<file path="config.mk">
export PLATFORM = sky130hd
export DESIGN_NAME = keypad_scan_ctrl
export DESIGN_NICKNAME = d
export VERILOG_FILES = /design/src/rtl/keypad_scan_ctrl.sv
export SDC_FILE = /design/constraint.sdc
export NUM_CORES = 1
export LEC_CHECK = 0
export CORE_UTILIZATION = 55
export CTS_BUF_LIST = sky130_fd_sc_hd__clkbuf_16
export CTS_CLUSTER_DIAMETER = 80
export DETAILED_ROUTE_END_ITERATION = 8
export GPL_TIMING_DRIVEN = 1
export PLACE_DENSITY = 0.75
export SLEW_MARGIN = 20
export SYNTH_ARGS = -nofsm -noshare
export SYNTH_HDL_FRONTEND = slang
export SYNTH_SLANG_ARGS = --single-unit
export TNS_END_PERCENT = 1
</file>
<file path="constraint.sdc">
create_clock -name clock -period 3 [get_ports clock]
set_clock_uncertainty 0.2 [all_clocks]
set_input_delay 0.6 -clock clock [delete_from_list [all_inputs] [get_ports clock]]
set_output_delay 0.6 -clock clock [all_outputs]
set_load 0.005 [all_outputs]
</file>
<file path="src/rtl/keypad_scan_ctrl.sv">
// 4x4 keypad column scanner: strobes one active-low column at a time, debounces
// a single pressed key, reports its code once per press and flags multi-key samples.
module keypad_scan_ctrl #(
  parameter int SCAN_DIV        = 16,
  parameter int DEBOUNCE_CYCLES = 1000,
  parameter int DIV_W           = 16
) (
  input  logic       clock,
  input  logic       reset,
  input  logic [3:0] keyboard,
  output logic [3:0] col_n,
  output logic [1:0] counter,
  output logic [3:0] key_code,
  output logic       key_valid,
  output logic       key_held,
  output logic       multi_key
);

  typedef enum logic [1:0] {SCAN, DEBOUNCE, HELD} state_t;

  localparam logic [DIV_W-1:0] DWELL_LAST = DIV_W'(SCAN_DIV - 1);
  localparam logic [DIV_W-1:0] DEB_LAST   = DIV_W'(DEBOUNCE_CYCLES - 1);
  localparam logic [DIV_W-1:0] CNT_ONE    = DIV_W'(1);

  state_t           state_q, state_d;
  logic [3:0]       sync1_q, rows_s_q;
  logic [3:0]       pat_q, pat_d;
  logic [DIV_W-1:0] dwell_q, dwell_d;
  logic [DIV_W-1:0] deb_q, deb_d;
  logic [1:0]       counter_q, counter_d;
  logic [3:0]       col_n_q, col_n_d;
  logic [3:0]       key_code_q, key_code_d;
  logic             key_valid_q, key_valid_d;
  logic             key_held_q, key_held_d;
  logic             multi_key_q, multi_key_d;

  function automatic logic single_low(input logic [3:0] rows);
    logic [3:0] act;
    act = ~rows;
    return (act != 4'd0) && ((act & (act - 4'd1)) == 4'd0);
  endfunction

  function automatic logic [1:0] low_row(input logic [3:0] rows);
    if (!rows[0])      return 2'd0;
    else if (!rows[1]) return 2'd1;
    else if (!rows[2]) return 2'd2;
    else               return 2'd3;
  endfunction

  always_comb begin
    state_d     = state_q;
    pat_d       = pat_q;
    dwell_d     = dwell_q;
    deb_d       = deb_q;
    counter_d   = counter_q;
    key_code_d  = key_code_q;
    key_valid_d = 1'b0;
    key_held_d  = key_held_q;
    multi_key_d = 1'b0;

    unique case (state_q)
      SCAN: begin
        if (dwell_q == DWELL_LAST) begin
          dwell_d = '0;
          if (rows_s_q == 4'hF) begin
            counter_d = counter_q + 2'd1;
          end else if (single_low(rows_s_q)) begin
            pat_d   = rows_s_q;
            deb_d   = '0;
            state_d = DEBOUNCE;
          end else begin
            multi_key_d = 1'b1;
            counter_d   = counter_q + 2'd1;
          end
        end else begin
          dwell_d = dwell_q + CNT_ONE;
        end
      end
      DEBOUNCE: begin
        if (rows_s_q == pat_q) begin
          if (deb_q == DEB_LAST) begin
            // {row, col} + 1 is exactly 4*row + col + 1, wrapping 16 to 0
            key_code_d  = {low_row(pat_q), counter_q} + 4'd1;
            key_valid_d = 1'b1;
            key_held_d  = 1'b1;
            deb_d       = '0;
            state_d     = HELD;
          end else begin
            deb_d = deb_q + CNT_ONE;
          end
        end else begin
          counter_d = counter_q + 2'd1;
          dwell_d   = '0;
          state_d   = SCAN;
        end
      end
      HELD: begin
        // Only an unbroken run of all-high samples counts toward release
        if (rows_s_q == 4'hF) begin
          if (deb_q == DEB_LAST) begin
            key_held_d = 1'b0;
            counter_d  = counter_q + 2'd1;
            dwell_d    = '0;
            deb_d      = '0;
            state_d    = SCAN;
          end else begin
            deb_d = deb_q + CNT_ONE;
          end
        end else begin
          deb_d = '0;
        end
      end
      default: state_d = SCAN;
    endcase

    col_n_d = ~(4'b0001 << counter_d);
  end

  always_ff @(posedge clock or posedge reset) begin
    if (reset) begin
      state_q     <= SCAN;
      sync1_q     <= 4'hF;
      rows_s_q    <= 4'hF;
      pat_q       <= 4'hF;
      dwell_q     <= '0;
      deb_q       <= '0;
      counter_q   <= 2'd0;
      col_n_q     <= 4'b1110;
      key_code_q  <= 4'd0;
      key_valid_q <= 1'b0;
      key_held_q  <= 1'b0;
      multi_key_q <= 1'b0;
    end else begin
      state_q     <= state_d;
      sync1_q     <= keyboard;
      rows_s_q    <= sync1_q;
      pat_q       <= pat_d;
      dwell_q     <= dwell_d;
      deb_q       <= deb_d;
      counter_q   <= counter_d;
      col_n_q     <= col_n_d;
      key_code_q  <= key_code_d;
      key_valid_q <= key_valid_d;
      key_held_q  <= key_held_d;
      multi_key_q <= multi_key_d;
    end
  end

  assign col_n     = col_n_q;
  assign counter   = counter_q;
  assign key_code  = key_code_q;
  assign key_valid = key_valid_q;
  assign key_held  = key_held_q;
  assign multi_key = multi_key_q;

endmodule

</file>
; After elaboration in Yosys (flattened, before gate mapping)
; Cells that the tools add are included.
[classes]
n_mux = 45
reduce_logical = 12
order_cmp = 0
n_bitwise = 4
addsub = 5
mul = 0
div = 0
shifts = 1
n_eq_ne = 15
[op_table]
columns = cell, n
row1 = 16-bit two-way mux, 10
row2 = 16-bit one-hot mux with 3 select lines, 2
row3 = 2-bit two-way mux, 18
row4 = "16-bit by 1-bit adder with 16-bit output, second input constant", 2
row5 = "16-bit by 10-bit equality test with 1-bit output, second input constant", 1
row6 = "16-bit by 4-bit equality test with 1-bit output, second input constant", 1
row7 = "2-bit inequality test, second input constant", 8
row8 = 1-bit two-way mux, 12
row9 = 2-bit one-hot mux with 3 select lines, 2
row10 = 5-bit AND reduction, 2
row11 = 4-bit NOT, 2
row12 = 4-bit AND reduction, 2
row13 = 6-bit AND reduction, 1
row14 = "4-bit by 1-bit adder with 4-bit output, second input constant", 1
row15 = 4-bit bitwise AND, 1
row16 = 4-bit equality test, 1
row17 = "4-bit equality test, second input constant", 1
row18 = 4-bit logical NOT, 1
row19 = 4-bit nonzero test, 1
row20 = "1-bit by 2-bit left shift with 4-bit output, first input constant", 1
row21 = "4-bit by 1-bit subtractor with 4-bit output, second input constant", 1
row22 = "3-bit inequality test, second input constant", 1
row23 = 3-bit AND reduction, 1
row24 = 3-bit nonzero test, 1
row25 = other kinds (8), 8
[totals]
out_inout_bits = 13
ff_bits = 59
elab_cells = 94
mem_count = 0
ramBits = 0
mem_bits_ro = 0
latch_bits = 0

; Logic depth before layout (Yosys ltp)
[logic_depth]
word_depth = 11
mapped_depth = 10
ltp_nobuf = 8

; Worst setup path after synthesis
; No wires, ideal clock.
[synth_timing]
path_kind = register -> register
start = register rows_s_q[1]
end = register deb_q[5]
arrival_time_ps = 1915
slack_ps = 757
stages_incl_launch_ff = 10
period_less_slack_ps = 2243
setup_time_ps = 129
t_required_ps = 2671
cell_sequence = dfstp_2 > buf_2 > xor2_1 > nor4_4 > nand2b_1 > nand3b_1 > clkbuf_1 > buf_2 > o21ai_0 > o41ai_1
[synth_between]
elab_chain_len = 7
elab_cells_between_ends = 14
[synth_lines]
columns = item, line_no
row1 = from (decl), 26  ; logic [3:0] sync1_q, rows_s_q;
row2 = from (signal assigned), 136  ; rows_s_q <= sync1_q;
row3 = 4-bit NOT, 39  ; act = ~rows;
row4 = 4-bit by 1-bit subtractor with 4-bit output, 40  ; return (act != 4'd0) && ((act & (act - 4'd1)) == 4'd0);
row5 = 4-bit bitwise AND, 40
row6 = 4-bit logical NOT, 40
row7 = 1-bit logical AND, 40
row8 = 2-bit inequality test (no source line), --
row9 = 5-bit AND reduction (no source line), --
row10 = to (signal assigned), 126  ; deb_q <= '0;
row11 = to (signal assigned), 139  ; deb_q <= deb_d;
row12 = to (decl), 29  ; logic [DIV_W-1:0] deb_q, deb_d;
; Parallel ways exist; a longest one is shown, timed or not.
; A chain may end at the register's enable or synchronous reset.

; Worst setup path in the final report
[layout_timing]
start = register deb_q[0]
end = register dwell_q[7]
[layout_between]
elab_chain_len = 3
[layout_lines]
columns = item, line_no
row1 = 16-bit by 10-bit equality test with 1-bit output, 100  ; if (deb_q == DEB_LAST) begin
row2 = 2-bit inequality test (no source line), --
row3 = 4-bit AND reduction (no source line), --
row4 = to (signal assigned), 138  ; dwell_q <= dwell_d;
row5 = to (decl), 28  ; logic [DIV_W-1:0] dwell_q, dwell_d;
; Every way passes these cells.

==> results.txt <==
CTS tree -> built
Die ar. -> 5830 um2
drt pass-1 iters -> 4
initial antenna violation count -> 0
Final Cycle Share -> 0.860
Reg2Reg Launch Point -> deb_q[0]
final core utilization -> 0.684
PnR Total Power -> 2.69 mW
post-CTS setup buffers -> 0
core box area -> 5200 um2
ANT nets after route -> 0
synth top area cells -> dfrtp_1, dfstp_2, xor2_1
worst reg2reg path depth -> 7
antenna cells -> 0
CP arrival -> 2.62 ns
CTS resizes -> 0
layout cells sized above 1 -> 0.132
Crit Reg-Reg Endpoint -> dwell_q[7]
Iter 0 DRT Violations -> 237
Root Driver -> clkbuf_16
Longest Clk Path Bufs -> 2
Worst Hold Endpoint -> rows_s_q[2]
Final Hold Fails -> 0
Yosys top cell area share -> 0.362
starting density of the core -> 0.584
largest net degree at the start of global routing -> 60
syn_nets -> 321
Syn Inst Count -> 308
count of cell types in the netlist -> 49
grt total ovfl -> 0
Final GP Congestion -> 0.874
GRT Resource Usage Total -> 0.232
post-synthesis sequential area ratio -> 0.492
Slowest Stage Delay on Critical Path -> 0.40 ns
dpl cell area -> 3280 um2
Least-Margin Pin Slew -> 0.658 ns
Hold Path Class -> register to register
CP Buf/Inv Count -> 0
DP Wirelength -> 3.87 mm
startpoint types -> register
vias in the first global route -> 2336
Skew-Pair Late Insertion Delay -> 0.32 ns
cell area after synthesis -> 3040 um2
WL final -> 5.91 mm
min Tclk post-route -> 2.58 ns
CP Cell Sequence -> ha_1 > and4bb_1 > and4_1 > a21bo_1 > nand3_1 > or3_1 > a21oi_1
Die Width -> 76.3 um
unrepaired setup endpoints after global routing -> false
status -> finished, final reports clean
commonest cells after routing, fill and taps aside -> dfrtp_1, nand3_1, nor2_1
H-tree depth -> 3
Final Max Slew Viols -> 0
crit path max fanout -> 12
Power Density -> 756 nW/um2
clk sinks -> 59
number of max-cap violations -> 0
Die Y -> 76.3 um
CTS Buf Count -> 9
I/O pins -> 19
# setup viols final -> 0
count of flip-flops with a built-in enable after synthesis -> 0
CP max stage cell -> dfrtp_1
Std-Cell Rows -> 26
Yosys top cell by area -> dfrtp_1
Synth-to-Final Area Change -> 17.1%
Primary FF master, synth -> dfrtp_1
first-pass GRT wire length -> 10.6 mm
# DRC -> 0
PortBufs -> 18
FMAX -> 0.388 GHz
vias post-DR -> 2377
CTS Hold Bufs -> 0
Crit Path Category -> register to register
R2R Setup Slk -> 0.42 ns
Pleak -> 1.54 nW
#FFs+latches synth -> 59
clock slew at reported path FFs -> 0.05 ns
Top delay family on crit path -> simple AND/OR/NAND/NOR gates
Syn. warnings -> 0
Routed WL per cell -> 14.6 um
worst endpoint required time -> 3.04 ns
Peak VDD IR -> 0.405 mV
vias per cell -> 5.88
most common cell after layout, fill and taps aside -> dfrtp_1
CP endpoint kind -> register
setup_tns -> 0 ns
# nets final -> 342
min-delay src -> sync1_q[2]
Mean Syn Cell Area -> 9.87 um2
FFs w/ async S/R, synth -> 1.00
Hold Path Stages -> 0
Rel. slew slack -> 0.558
fin area -> 3560 um2
[state kept, by name (all words and copies together), names as in the netlist]
register / flops
deb_q: 16
col_n: 4
counter: 2
multi_key: 1
state_q: 2
sync1_q: 4
rows_s_q: 4
key_held: 1
key_valid: 1
key_code: 4
dwell_q: 16
pat_q: 4
[metal layers]
| metal | global-route usage | up-vias | wire length, um | share of wire |
|---|---|---|---|---|
| met5 | 0 | - | 0 | 0 |
| met4 | 0.115 | 0 | 129 | 0.022 |
| met3 | 0.0407 | 13 | 207 | 0.035 |
| met2 | 0.373 | 60 | 2780 | 0.47 |
| met1 | 0.302 | 1139 | 2800 | 0.47 |
| li1 | - | 1165 | - | - |
[metrics by stage]
stage / instances / hold WS [ns] / setup slack [ns]
after CTS: 404 / 0.154 / 0.429
after detailed placement: 388 / 0.147 / 0.465
after floorplan: 308 / 0.145 / 0.757
final: 404 / 0.154 / 0.420
after global routing: 404 / 0.158 / 0.218
after global placement: 388 / 0.145 / 0.586
[cell type report]
| cell class | instances | area [um2] |
|---|---|---|
| clock buffers | 9 | 225 |
| clock inverters | 7 | 53.8 |
| fillers | 415 | 1650 |
| inverters | 10 | 37.5 |
| multi-input cells | 225 | 1420 |
| flip-flops and latches | 59 | 1500 |
| well taps | 70 | 87.6 |
| repair buffers | 24 | 238 |
[worst max-delay path by stage]
stage	endpoint	from	slack [ns]	cells after the start
floorplan	deb_q[5]	rows_s_q[1]	0.76	9
global placement	col_n[1]	deb_q[0]	0.59	7
detailed placement	col_n[1]	deb_q[0]	0.47	7
CTS	dwell_q[7]	deb_q[0]	0.43	7
global route	dwell_q[7]	deb_q[0]	0.22	7
finish	dwell_q[7]	deb_q[0]	0.42	7
[synthesized netlist by cell type (3+ instances only)]
| master | n |
|---|---|
| and3_1 | 8 |
| o21ai_1 | 5 |
| o41ai_1 | 3 |
| nand2b_1 | 3 |
| and4_1 | 5 |
| a21oi_1 | 4 |
| clkbuf_1 | 3 |
| nand2_1 | 22 |
| mux2_2 | 6 |
| dfrtp_1 | 44 |
| nor2b_1 | 4 |
| nor3_1 | 3 |
| nor4_1 | 4 |
| buf_2 | 7 |
| inv_1 | 10 |
| nor2_1 | 27 |
| a31oi_1 | 7 |
| or3_1 | 4 |
| a21o_1 | 3 |
| xor2_1 | 16 |
| dfstp_2 | 15 |
| nand4_1 | 10 |
| ha_1 | 7 |
| nand3_1 | 27 |
| o21ai_0 | 26 |
| o31ai_1 | 7 |
[report_power, final]
group	switching (mW)	total (mW)	internal, mW	leakage (nW)
registers	0.107	1.05	0.947	0.756
logic	0.382	0.688	0.306	0.636
clock network	0.325	0.949	0.624	0.148
[cells by family after synthesis]
family / share of synthesized area
simple gates: 0.228
compound gates: 0.137
flops: 0.492
buf+inv: 0.0399
xor+xnor: 0.0490
fa+ha+maj: 0.0321
mux: 0.0222
[worst register-to-register path: cells and delay by family (launching register included)]
| kind | cells | cell delay, ns |
|---|---|---|
| AND/OR/NAND/NOR | 4 | 1.12 |
| flip-flops | 1 | 0.40 |
| AO/OA/AOI/OAI | 2 | 0.54 |
| adder cells (fa/ha/maj) | 1 | 0.23 |
Note: power is estimated with default switching activity, not from simulation.
